[config.mk]
export PLATFORM = sky130hd
export DESIGN_NAME = icache_responder
export DESIGN_NICKNAME = d
export VERILOG_FILES = /design/src/rtl/icache_responder.sv
export SDC_FILE = /design/constraint.sdc
export NUM_CORES = 2
export LEC_CHECK = 0
export ABC_AREA = 1
export CAP_MARGIN = 20
export CELL_PAD_IN_SITES_DETAIL_PLACEMENT = 2
export CELL_PAD_IN_SITES_GLOBAL_PLACEMENT = 2
export CORE_ASPECT_RATIO = 0.6
export CORE_MARGIN = 2
export CORE_UTILIZATION = 40
export CTS_CLUSTER_DIAMETER = 200
export DETAILED_ROUTE_END_ITERATION = 12
export PLACE_DENSITY_LB_ADDON = 0.25
export SYNTH_ARGS = -nofsm -noshare
export SYNTH_HDL_FRONTEND = slang
export SYNTH_SLANG_ARGS = --single-unit
[constraint.sdc]
create_clock -name clk -period 6 [get_ports clk]
set_clock_uncertainty 0.15 [all_clocks]
set_input_delay 1.2 -clock clk [delete_from_list [all_inputs] [get_ports clk]]
set_output_delay 1.2 -clock clk [all_outputs]
set_load 0.01 [all_outputs]
[src/rtl/icache_responder.sv]
// Direct-mapped, one-word-per-line instruction cache responder; misses fill over a byte-wide memory port.
// Define ICACHE_STATS_EN to add the hit_count/miss_count statistics outputs.
module icache_responder #(
  parameter int INDEX_BITS = 6,
  parameter int ADDR_BITS  = 18
) (
  input  logic        clk,
  input  logic        rst,
  input  logic        rdy,
  input  logic        clr,
  input  logic [31:0] addr,
  input  logic        rn,
  output logic [31:0] Inst,
  output logic        Read_ready,
  output logic        mem_req,
  input  logic        mem_grant,
  output logic [31:0] mem_a,
  input  logic [7:0]  mem_din
`ifdef ICACHE_STATS_EN
  ,
  output logic [31:0] hit_count,
  output logic [31:0] miss_count
`endif
);

  localparam int LINES    = 1 << INDEX_BITS;
  localparam int TAG_BITS = ADDR_BITS - INDEX_BITS - 2;

  typedef enum logic [1:0] {IDLE, WAIT_GRANT, FILL, RESPOND} state_t;

  state_t state_q, state_d;

  logic [31:0]         data_mem [LINES];
  logic [TAG_BITS-1:0] tag_mem  [LINES];
  logic [LINES-1:0]    valid_q;

  logic [29:0]         req_base;
  logic [2:0]          cnt;
  logic [23:0]         fill_buf;

  logic [INDEX_BITS-1:0] lk_idx, fill_idx;
  logic [TAG_BITS-1:0]   lk_tag, fill_tag;
  logic [31:0]           fill_word;
  logic                  hit;
  logic                  hit_acc, miss_acc, grant_acc, fill_step, fill_done;
  logic                  unused_addr_bits;

  assign lk_idx    = addr[INDEX_BITS+1:2];
  assign lk_tag    = addr[ADDR_BITS-1:INDEX_BITS+2];
  assign fill_idx  = req_base[INDEX_BITS-1:0];
  assign fill_tag  = req_base[ADDR_BITS-3:INDEX_BITS];
  assign fill_word = {mem_din, fill_buf};
  assign hit       = valid_q[lk_idx] && (tag_mem[lk_idx] == lk_tag);
  assign fill_done = fill_step && (cnt == 3'd4);

  // Byte offset and the bits above the significant address range never reach the lookup.
  assign unused_addr_bits = ^{addr[31:ADDR_BITS], addr[1:0]};

  // NOTE: sequential state uses non-blocking assignments so every register samples pre-edge values.
  always_ff @(posedge clk or posedge rst) begin
    if (rst) state_q <= IDLE;
    else     state_q <= state_d;
  end

  // NOTE: every always_comb output gets a default first, so no path can infer a latch.
  always_comb begin
    state_d = state_q;
    if (rdy) begin
      if (clr) begin
        state_d = IDLE;
      end else begin
        case (state_q)
          IDLE:       if (rn && !hit) state_d = WAIT_GRANT;
          WAIT_GRANT: if (mem_grant) state_d = FILL;
          FILL:       if (cnt == 3'd4) state_d = RESPOND;
          RESPOND:    state_d = IDLE;
          default:    state_d = IDLE;
        endcase
      end
    end
  end

  // Decoded actions; a low rdy or a flush suppresses all of them.
  always_comb begin
    hit_acc   = 1'b0;
    miss_acc  = 1'b0;
    grant_acc = 1'b0;
    fill_step = 1'b0;
    if (rdy && !clr) begin
      case (state_q)
        IDLE: begin
          hit_acc  = rn && hit;
          miss_acc = rn && !hit;
        end
        WAIT_GRANT: grant_acc = mem_grant;
        FILL:       fill_step = 1'b1;
        default:    ;
      endcase
    end
  end

  always_ff @(posedge clk or posedge rst) begin
    if (rst) begin
      Inst       <= '0;
      Read_ready <= 1'b0;
      mem_req    <= 1'b0;
      mem_a      <= '0;
      valid_q    <= '0;
      req_base   <= '0;
      cnt        <= '0;
      fill_buf   <= '0;
    end else if (rdy) begin
      Read_ready <= 1'b0;
      if (clr) mem_req <= 1'b0;
      if (hit_acc) begin
        Read_ready <= 1'b1;
        Inst       <= data_mem[lk_idx];
      end
      if (miss_acc) begin
        req_base <= addr[31:2];
        mem_req  <= 1'b1;
      end
      if (grant_acc) begin
        mem_a <= {req_base, 2'b00};
        cnt   <= '0;
      end
      if (fill_step) begin
        cnt <= cnt + 3'd1;
        if (cnt < 3'd3) mem_a <= mem_a + 32'd1;
        // Byte k shows up while byte k+1 is being addressed.
        case (cnt)
          3'd1:    fill_buf[7:0]   <= mem_din;
          3'd2:    fill_buf[15:8]  <= mem_din;
          3'd3:    fill_buf[23:16] <= mem_din;
          default: ;
        endcase
      end
      if (fill_done) begin
        valid_q[fill_idx] <= 1'b1;
        mem_req           <= 1'b0;
        Read_ready        <= 1'b1;
        Inst              <= fill_word;
      end
    end
  end

  // NOTE: tag/data arrays carry no reset; the valid bits alone decide whether their contents count.
  always_ff @(posedge clk) begin
    if (fill_done) begin
      data_mem[fill_idx] <= fill_word;
      tag_mem[fill_idx]  <= fill_tag;
    end
  end

`ifdef ICACHE_STATS_EN
  always_ff @(posedge clk or posedge rst) begin
    if (rst) begin
      hit_count  <= '0;
      miss_count <= '0;
    end else begin
      if (hit_acc)  hit_count  <= hit_count + 32'd1;
      if (miss_acc) miss_count <= miss_count + 32'd1;
    end
  end
`endif

endmodule

==> impl_metrics.toml <==
[synth]
synth.ff_latch_count = 2877
yosysSeqAreaShare_pct = 75.0
synth_area_leader_cell = "edfxtp_1"
synth_edf_count = 2688
yosysTopAreaCellShare_pct = 70.9
yosysWarnings = 0
synthArstFlopShare_pct = 6.57
synth_cells = 8945
synthesis.nets = 8999
synth_area_leaders = "edfxtp_1 (71%), o21ai_0 (5.6%), nor2_1 (4.5%), dfrtp_1 (4.2%), nand3_1 (3.5%)"
ys_types = 42
syn_area_per_cell_um2 = 12.7
ys.flop_type = "edfxtp_1"
syn-cell-area_mm2 = 0.114

[global_routing]
grt_max_degree = 187
grt_pass1_vias = 86500
overflow = 0
grt_pass1_wl_um = 656000
antenna_found_initial = 26
gr-usage-all-layers_pct = 31.6

[route]
vias_per_cell = 6.35
firstDrtPassIters = 6
wl_per_cell_um = 35.8
num_vias = 82800
wl_um = 466000
drt_iter0_markers = 11600
ant_nets = 0
drc = 0

[setup_path]
crit_required_ns = 6.62
rrSetupSlack_ns = 1.84
crit_family = "simple AND/OR/NAND/NOR gates"
critical-path-max-stage-delay_ns = 0.70
crit_start = "addr[2]"
timing.rr.end = "req_base[8]"
slowest_stage = "nand2_4"
path_buf_inv = 5
rr_startpoint = "tag_mem[62][5]"
worstPathCellList = "buf_8, inv_8, buf_12, buf_4, nand2_1, nand3_1, nand3_1, nand3_1, nand3_1, nand2_1, nand2_1, nand2_1, nor2_1, nor2_1, nand2_1, nor2_2, buf_4, nand2_2, nand2_4, nand2_1, o21ai_1"
crit_arrival_ns = 5.51
path_class = "input port to flip-flop"
reg2regPathDepth = 16
cp-end-kind = "flip-flop"
critPathLaunchType = "input port"
path_common_cell = "nand2_1"
crit_fanout = 52

[min_path]
hold_class = "flip-flop to flip-flop"
min_to = "valid_q[13]"
min_delay_path_depth = 1
min-delay-start = "valid_q[13]"

[cells_and_area]
syn_to_final_growth_pct = 14.0
fin_util_pct = 45.9
multi_input_area_mm2 = 0.0258
fillerInstances = 27300
drive_above_1_share_pct = 9.80
final_nets = 9122
layout.area.seq_mm2 = 0.0855

[cts]
clock_latency_ns = 0.91
clock_path_buffers = 4
cts.hold.buffers_added = 0
ctsResizeCount = 0
clock_sinks = 2877
cts_root_buf = "clkbuf_16"
htree_num_levels = 5
cts_inserted_buffers = 283
clkTransAtPathRegs_ns = 0.06
cts_tree = "yes"
postCtsSetupRepairBufs = 0

[placed_design]
hpwl_um = 258000
place.gp.congestion = 0.789
io_buffers = 109

[pwr]
sw_frac_of_total_pct = 26.3
ir_drop_uv = 370
p_switching_mw = 12.2
seqPwrFrac_pct = 51.8
p_int_mw = 34.3
power_leakage_nw = 44.8
power_density_mw_per_mm2 = 358
clock_power_share_pct = 38.1
combinationalPowerShare_pct = 10.2

[floorplanning]
die_area_mm2 = 0.289
num_rows = 151
fp.dieW_um = 693
pin_count = 112
coreArea_mm2 = 0.283
die_height_um = 417
start_util_pct = 40.3

[timing]
relSlewSlack_pct = 16.9
worstMarginPinSlew_ns = 1.25
rsz0062_at_grt = "no"
fin_crit_sh_pct = 81.5
fin_crit_ns = 4.89
fmax_mhz = 204
finalHoldViolations = 0
setup-violations-final = 0
tns_ns = 0
drv_slew = 0

[flow_run]
max_cap_violations = 0

[outcome]
status = "finished, final reports clean"
-- worst max path at each step --
stage | to | cells past startpoint
after floorplan | data_mem[0][0] | 8
after global placement | Inst[30] | 12
after detailed placement | Inst[30] | 12
after CTS | Inst[30] | 12
after global routing | req_base[15] | 21
final | req_base[8] | 21
-- cells in the mapped netlist (2+ instances only) --
cell and count:
inv_2 4, inv_1 79, xor2_1 4, nor3_1 9, or2_2 74, buf_6 11
o32ai_1 7, clkbuf_1 366, o31ai_1 2, nand2_1 1003, buf_4 39, a21oi_1 57
o311ai_1 12, a21boi_0 2, nor2_1 1375, o221ai_1 122, o311ai_0 3, o221a_2 2
o21bai_1 2, o211ai_1 35, o22ai_1 482, a31oi_1 12, nand3_1 796, nand4_1 10
buf_2 178, mux2i_1 8, a221oi_1 2, edfxtp_1 2688, buf_1 36, dfrtp_1 189
ha_1 8, o21ai_0 1286, a32o_1 2, o21ai_1 32
-- logic make-up after synthesis --
group                    synth area share [%]
buffers and inverters                    2.75
adder cells (fa/ha/maj)                0.0879
multiplexers                           0.0703
XOR/XNOR                               0.0307
flip-flops                               75.0
AND/OR/NAND/NOR                          11.9
AO/OA/AOI/OAI                            10.2
-- cell type report --
type	instances	share of cell area, %
clock inverters	107	0.578
well taps	3748	3.61
repair buffers	468	3.74
diodes	4	0.00770
flip-flops and latches	2877	65.8
clock buffers	393	6.12
multi-input cells	5354	19.9
inverters	84	0.274
-- routing by layer --
metal	track usage, %	part of all wire, %
met1	45.8	43
met2	48.2	44
met3	6.03	9.6
met4	9.90	3.5
met5	0	0.0081
-- state kept, by name, summed over array words and instances (netlist names) --
name / count
valid_q: 64
req_base: 30
mem_a: 32
fill_buf: 24
data_mem: 2048
state_q: 2
tag_mem: 640
cnt: 3
Inst: 32
mem_req: 1
Read_ready: 1
-- through the flow --
step                setup slack [ns]  hold slack (ns)  std cells  cell area (um^2)  power, mW
floorplan                       1.32            0.289       8945            114000       26.5
global placement               0.549            0.301      12500            121000       28.6
detailed placement             0.331            0.306      12500            121000       29.0
CTS                             1.25            0.322      13000            130000       46.5
global route                   0.975            0.331      13000            130000       47.6
finish                          1.11            0.320      13000            130000       46.5
-- cell usage in the layout (no fill, tap or decap), types with 3 or more instances in the layout --
cell type	netlist	routed
o311ai_0	3	3
clkbuf_1	366	83
o32ai_1	7	7
nor3_1	9	9
nor2_4	0	65
nand3_1	796	796
or2_2	74	74
nand4_1	10	10
nor2_1	1375	1310
mux2i_1	8	8
o21ai_0	1286	1286
inv_8	0	4
a31oi_1	12	12
diode_2	0	4
inv_1	79	74
clkbuf_8	0	11
inv_6	0	4
clkinvlp_4	0	3
buf_2	178	8
a21oi_1	57	57
o311ai_1	12	12
clkinv_2	0	42
edfxtp_1	2688	2688
buf_8	0	4
clkdlybuf4s50_1	0	95
dfrtp_2	0	15
buf_12	0	86
clkbuf_16	0	299
o22ai_1	482	482
ha_1	8	8
buf_4	39	272
dfrtp_1	189	174
xor2_1	4	4
o21ai_1	32	32
bufinv_16	0	9
nand2_1	1003	1003
o221ai_1	122	122
o211ai_1	35	35
clkinv_1	1	49
-- power groups by stage --
stage	sequential [mW]	clock, mW	combinational [mW]
after CTS	24.2	17.8	4.41
after global placement	24.7	0	3.93
after detailed placement	24.7	0	4.36
after global routing	24.1	18.5	5.04
final	24.1	17.7	4.73
after floorplan	24.8	0	1.69
Power figures use the tool's default switching activity.
